[config.mk]
export PLATFORM = sky130hd
export DESIGN_NAME = mult_div_unit
export DESIGN_NICKNAME = d
export VERILOG_FILES = /design/src/rtl/mult_div_unit.sv
export SDC_FILE = /design/constraint.sdc
export NUM_CORES = 1
export LEC_CHECK = 0
export BUFFER_PORTS_ARGS = -buffer_cell sky130_fd_sc_hd__buf_4
export CAP_MARGIN = 5
export CORE_ASPECT_RATIO = 1.75
export CORE_MARGIN = 4
export CORE_UTILIZATION = 40
export CTS_CLUSTER_DIAMETER = 40
export DETAILED_ROUTE_END_ITERATION = 6
export GPL_ROUTABILITY_DRIVEN = 0
export SYNTH_ARGS = -nofsm -noshare
export SYNTH_HDL_FRONTEND = slang
export SYNTH_SLANG_ARGS = --single-unit
[constraint.sdc]
create_clock -name clk -period 4.56 [get_ports clk]
set_input_delay 0.228 -clock clk [delete_from_list [all_inputs] [get_ports clk]]
set_output_delay 0.228 -clock clk [all_outputs]
set_load 0.1 [all_outputs]
[src/rtl/mult_div_unit.sv]
// Iterative multiply/divide unit with HI/LO result registers.
// A shift-add multiplier and a restoring divider share one 2*WIDTH
// accumulator and retire one bit per cycle. Signed modes work on operand
// magnitudes; the recorded signs are applied in a single FIX cycle.
//
// state | meaning
// IDLE  | waiting for start; MTHI/MTLO accepted
// CALC  | one multiply or divide iteration per cycle, WIDTH cycles
// FIX   | sign correction, HI/LO write, done pulse raised
// DONE  | result just written; start here begins the next operation
module mult_div_unit #(
  parameter int WIDTH = 32
) (
  input  logic             clk,
  input  logic             rst_n,
  input  logic             start,
  input  logic [1:0]       op,
  input  logic [WIDTH-1:0] a,
  input  logic [WIDTH-1:0] b,
  input  logic             mt_hi,
  input  logic             mt_lo,
  input  logic [WIDTH-1:0] wdata,
  output logic             busy,
  output logic             done,
  output logic             div_by_zero,
  output logic [WIDTH-1:0] hi,
  output logic [WIDTH-1:0] lo
);

  typedef enum logic [1:0] {
    IDLE = 2'd0,
    CALC = 2'd1,
    FIX  = 2'd2,
    DONE = 2'd3
  } state_t;

  localparam int            CW   = $clog2(WIDTH);
  localparam logic [CW-1:0] LAST = CW'(WIDTH - 1);

  state_t               state_q;
  logic [CW-1:0]        cnt_q;
  logic                 is_div_q;
  logic                 zero_q;
  logic                 neg_q_q;
  logic                 neg_r_q;
  logic [WIDTH-1:0]     mcand_q;
  logic [2*WIDTH-1:0]   acc_q;
  logic [WIDTH-1:0]     hi_q;
  logic [WIDTH-1:0]     lo_q;
  logic                 busy_q;
  logic                 done_q;
  logic                 dbz_q;

  logic                 signed_op;
  logic                 a_neg;
  logic                 b_neg;
  logic [WIDTH-1:0]     a_mag;
  logic [WIDTH-1:0]     b_mag;
  logic                 b_zero;
  logic [WIDTH:0]       mul_sum;
  logic [2*WIDTH-1:0]   mul_next;
  logic [WIDTH:0]       div_trial;
  logic [2*WIDTH-1:0]   div_next;
  logic [2*WIDTH-1:0]   prod_fix;
  logic [WIDTH-1:0]     quo_fix;
  logic [WIDTH-1:0]     rem_fix;

  // Operand conditioning at latch time: magnitudes for signed modes.
  always_comb begin
    signed_op = ~op[0];
    a_neg     = signed_op & a[WIDTH-1];
    b_neg     = signed_op & b[WIDTH-1];
    a_mag     = a_neg ? -a : a;
    b_mag     = b_neg ? -b : b;
    b_zero    = (b == '0);
  end

  // One iteration of each algorithm; the accumulator holds {upper, lower}.
  // Multiply: upper is the partial product, lower the remaining multiplier bits.
  // Divide: upper is the partial remainder, lower shifts dividend out / quotient in.
  always_comb begin
    mul_sum   = {1'b0, acc_q[2*WIDTH-1:WIDTH]} + (acc_q[0] ? {1'b0, mcand_q} : '0);
    mul_next  = {mul_sum, acc_q[WIDTH-1:1]};
    div_trial = {acc_q[2*WIDTH-1:WIDTH], acc_q[WIDTH-1]} - {1'b0, mcand_q};
    if (div_trial[WIDTH]) begin
      div_next = {acc_q[2*WIDTH-2:0], 1'b0};
    end else begin
      div_next = {div_trial[WIDTH-1:0], acc_q[WIDTH-2:0], 1'b1};
    end
  end

  // Sign application for the FIX cycle.
  always_comb begin
    prod_fix = neg_q_q ? -acc_q : acc_q;
    quo_fix  = neg_q_q ? -acc_q[WIDTH-1:0] : acc_q[WIDTH-1:0];
    rem_fix  = neg_r_q ? -acc_q[2*WIDTH-1:WIDTH] : acc_q[2*WIDTH-1:WIDTH];
  end

  // Control FSM, datapath and HI/LO registers with registered outputs.
  always_ff @(posedge clk) begin
    if (!rst_n) begin
      state_q  <= IDLE;
      cnt_q    <= '0;
      is_div_q <= 1'b0;
      zero_q   <= 1'b0;
      neg_q_q  <= 1'b0;
      neg_r_q  <= 1'b0;
      mcand_q  <= '0;
      acc_q    <= '0;
      hi_q     <= '0;
      lo_q     <= '0;
      busy_q   <= 1'b0;
      done_q   <= 1'b0;
      dbz_q    <= 1'b0;
    end else begin
      done_q <= 1'b0;

      // MT writes only land while idle; a start in the same cycle still
      // launches and its result overwrites HI/LO later.
      if (!busy_q) begin
        if (mt_hi) hi_q <= wdata;
        if (mt_lo) lo_q <= wdata;
      end

      case (state_q)
        IDLE, DONE: begin
          if (start) begin
            busy_q   <= 1'b1;
            dbz_q    <= 1'b0;
            cnt_q    <= '0;
            is_div_q <= op[1];
            zero_q   <= op[1] & b_zero;
            neg_q_q  <= a_neg ^ b_neg;
            neg_r_q  <= a_neg;
            if (op[1] && b_zero) begin
              // Division by zero bypasses CALC; the raw dividend and an
              // all-ones quotient are parked in the accumulator for FIX.
              mcand_q <= '0;
              acc_q   <= {a, {WIDTH{1'b1}}};
              state_q <= FIX;
            end else if (op[1]) begin
              mcand_q <= b_mag;
              acc_q   <= {{WIDTH{1'b0}}, a_mag};
              state_q <= CALC;
            end else begin
              mcand_q <= a_mag;
              acc_q   <= {{WIDTH{1'b0}}, b_mag};
              state_q <= CALC;
            end
          end else begin
            state_q <= IDLE;
          end
        end

        CALC: begin
          acc_q <= is_div_q ? div_next : mul_next;
          if (cnt_q == LAST) begin
            state_q <= FIX;
          end else begin
            cnt_q <= cnt_q + CW'(1);
          end
        end

        FIX: begin
          if (zero_q) begin
            hi_q  <= acc_q[2*WIDTH-1:WIDTH];
            lo_q  <= acc_q[WIDTH-1:0];
            dbz_q <= 1'b1;
          end else if (is_div_q) begin
            hi_q <= rem_fix;
            lo_q <= quo_fix;
          end else begin
            hi_q <= prod_fix[2*WIDTH-1:WIDTH];
            lo_q <= prod_fix[WIDTH-1:0];
          end
          done_q  <= 1'b1;
          busy_q  <= 1'b0;
          state_q <= DONE;
        end

        default: begin
          state_q <= IDLE;
          busy_q  <= 1'b0;
        end
      endcase
    end
  end

  assign busy        = busy_q;
  assign done        = done_q;
  assign div_by_zero = dbz_q;
  assign hi          = hi_q;
  assign lo          = lo_q;

endmodule
==> impl_metrics.json <==
{
  "outcome": "finished, final reports clean",
  "finalSetupTns_ps": 0,
  "gr-total-overflow": 0,
  "fillers": 3962,
  "synthCells": 2138,
  "grt_pass1_vias": 16100,
  "dp_hpwl_mm": 52.7,
  "cp_slowest_stage_delay_ps": 670,
  "worst-path-max-fanout": 50,
  "cp_slowest_cell": "dfxtp_1",
  "clockPowerShare": 0.105,
  "drt_first_pass_iters": 6,
  "slew_viol_final": 0,
  "vias": 17100,
  "finalHoldViolations": 0,
  "ios": 170,
  "switching_share": 0.575,
  "cts_tree": "yes",
  "ys_seq_area_frac": 0.222,
  "net-switching-power_w": 0.00869,
  "rsz0062_at_grt": "false",
  "cts_resized": 0,
  "p_comb_frac": 0.711,
  "die_width_um": 158,
  "cp_common_cell": "a21o_1",
  "diodes": 0,
  "clock-sinks": 174,
  "synth_edf_count": 0,
  "htreeDepth": 4,
  "drive_above_1_share": 0.138,
  "cts_hold_buf": 0,
  "track_usage": 0.314,
  "skew_ps": 14.2,
  "cp-end-kind": "flop",
  "numCtsBuffers": 17,
  "ir_worst_vdd_mv": 0.747,
  "cts_root_buffer": "clkbuf_16",
  "cp-start-kind": "flop",
  "synth_cell_type_count": 87,
  "drt_iter0_drc": 1732,
  "layout_commonest_cell": "a21oi_1",
  "clk_latency_ps": 470,
  "seq_power_share": 0.184,
  "antenna_found_initial": 1,
  "syn_area_um2": 15700,
  "fmax_ghz": 0.268,
  "routedWlPerCell_um": 25.6,
  "cp.arrival_ps": 4080,
  "path_buf_inv": 1,
  "yosysWarnings": 0,
  "clk_path_buf_depth": 2,
  "synthFlopType": "dfxtp_1",
  "synthArstFlopShare": 0,
  "p_leak_nw": 7.46,
  "p_int_w": 0.00643,
  "avgSynthCellArea_um2": 7.34,
  "post_cts.repair.setup_buffers": 0,
  "drcViolationCount": 0,
  "cp.required_ps": 4900,
  "syn2layout_area_growth_pct": 14.6,
  "grt_max_degree": 97,
  "floorplan.initialDensity": 0.406,
  "die_height_um": 270,
  "routed_wirelength_mm": 69.5,
  "rows": 95,
  "tightest_slew_ps": 1290,
  "ant_nets": 0,
  "p_per_area_nw_per_um2": 841,
  "grt_pass1_wl_mm": 101,
  "hold_path.class": "input pin to flop",
  "period_minus_slack_ps": 3740,
  "period_share": 0.820,
  "final_cell_mix": "a21oi_1 (275), nor2_1 (261), buf_4 (208)",
  "nets": 2398,
  "via_per_inst": 6.28,
  "dieArea_um2": 42600,
  "fin_area_um2": 18000,
  "crit_family": "compound AO/OA/AOI/OAI gates",
  "cap_viol_max_count": 0,
  "worstPathCellList": "ha_1 > a21o_1 > o311ai_1 > a21o_1 > nand2_2 > a221oi_4 > buf_12 > nand2_1 > a21oi_1 > o32ai_1",
  "portBuffers": 169,
  "slew_headroom": 0.138,
  "syn_nets": 2315,
  "clk_pin_slew_worst_paths_ps": 70,
  "place_area_um2": 17400,
  "setup_viol": 0,
  "coreArea_um2": 38600,
  "crit_type": "flop to flop",
  "yosys_register_bits": 174
}
==> per-stage QoR <==
stage | power [W] | hold WS [ps] | setup WS, ps | std cells | utilization
2_1_floorplan | 0.0103 | 383 | 1280 | 2138 | -
3_3_place_gp | 0.0132 | 444 | 1010 | 2687 | 0.449
3_5_place_dp | 0.0132 | 445 | 902 | 2687 | 0.449
4_1_cts | 0.0148 | 70.3 | 888 | 2719 | 0.465
5_1_grt | 0.0160 | 103 | 611 | 2719 | 0.465
6_report | 0.0151 | 77.7 | 822 | 2719 | 0.465
==> flip-flops by register name (all words and copies together), names as in the netlist <==
register,flops
acc_q,64
hi,32
lo,32
mcand_q,32
cnt_q,5
state_q,2
busy,1
div_by_zero,1
done,1
is_div_q,1
neg_q_q,1
neg_r_q,1
zero_q,1
==> cells by family (layout without fill, tap and decap cells) <==
logic type / after synthesis / in the layout / synth area share
compound gates: 718 / 718 / 0.288
simple gates: 685 / 685 / 0.213
buf+inv: 211 / 307 / 0.0527
flops: 174 / 174 / 0.222
xor+xnor: 168 / 168 / 0.0938
mux: 108 / 108 / 0.0708
fa+ha+maj: 74 / 74 / 0.0600
==> synthesized netlist by cell type (all sizes together) (4+ instances only) <==
cell type,number,area [um^2]
mux2,23,259
nor4,28,239
or2,4,25.0
a221oi,20,193
o31ai,17,128
nor2b,35,219
a22oi,6,45.0
and3,13,81.3
inv,66,248
nor2,261,980
dfxtp,174,3480
and2,12,78.8
a21o,48,360
nand2,156,588
clkbuf,114,429
a311oi,4,35.0
a21oi,276,1380
o41ai,7,68.8
nand3,36,180
a2111oi,5,51.3
o221ai,9,78.8
a211o,6,52.6
o21bai,9,67.6
xnor2,93,815
nor3b,5,42.5
nor3,53,280
o31a,5,43.8
o22ai,5,37.5
or3,16,100
o21ai,137,701
mux2i,85,851
a31oi,23,144
buf,31,150
nand3b,5,37.5
o21a,16,120
ha,72,901
or4,16,131
nand4,12,90.1
xor2,75,657
nand2b,21,131
o211ai,27,203
a32o,7,70.1
a211oi,67,508
==> cell type report <==
type | count | area, um^2 | share of cell area
Multi-Input combinational cell | 1753 | 11400 | 0.636
Clock buffer | 17 | 425 | 0.0237
Inverter | 66 | 249 | 0.0139
Timing Repair Buffer | 209 | 1580 | 0.0880
Clock inverter | 15 | 196 | 0.0109
Sequential cell | 174 | 3480 | 0.194
Tap cell | 485 | 607 | 0.0338
==> power by group through the flow <==
| stage | sequential [W] | combinational, W | clock, W |
|---|---|---|---|
| after CTS | 0.00276 | 0.0105 | 0.00160 |
| after global routing | 0.00285 | 0.0115 | 0.00166 |
| final | 0.00279 | 0.0108 | 0.00158 |
| after detailed placement | 0.00280 | 0.0104 | 0 |
| after global placement | 0.00278 | 0.0104 | 0 |
| after floorplan | 0.00390 | 0.00637 | 0 |
==> path summary, 6_finish.rpt <==
path,end,slack [ps],depth (start not counted),startpoint
worst max-delay path,acc_q[63],820,10,acc_q[38]
worst min-delay path,state_q[1],80,3,start
worst max register to register,acc_q[63],820,10,acc_q[38]
worst min register to register,mcand_q[10],450,2,mcand_q[10]
==> worst min-delay path: cells and delay by family <==
kind | cells | cell delay [ps]
and+or+nand+nor | 1 | 60
buffers and inverters | 1 | 130
AOI/OAI and AO/OA | 1 | 70
==> per-layer routing <==
metal  wire length [um]  vias to the layer above  GRT usage  share of wire
met2              32600                      889      0.515           0.47
met1              24200                     7948      0.343           0.35
li1                   -                     7932          -              -
met5                  8                        -          0        0.00012
met4               7500                        2      0.265           0.11
met3               5140                      316     0.0585          0.074
(Power assumes the default switching activity.)
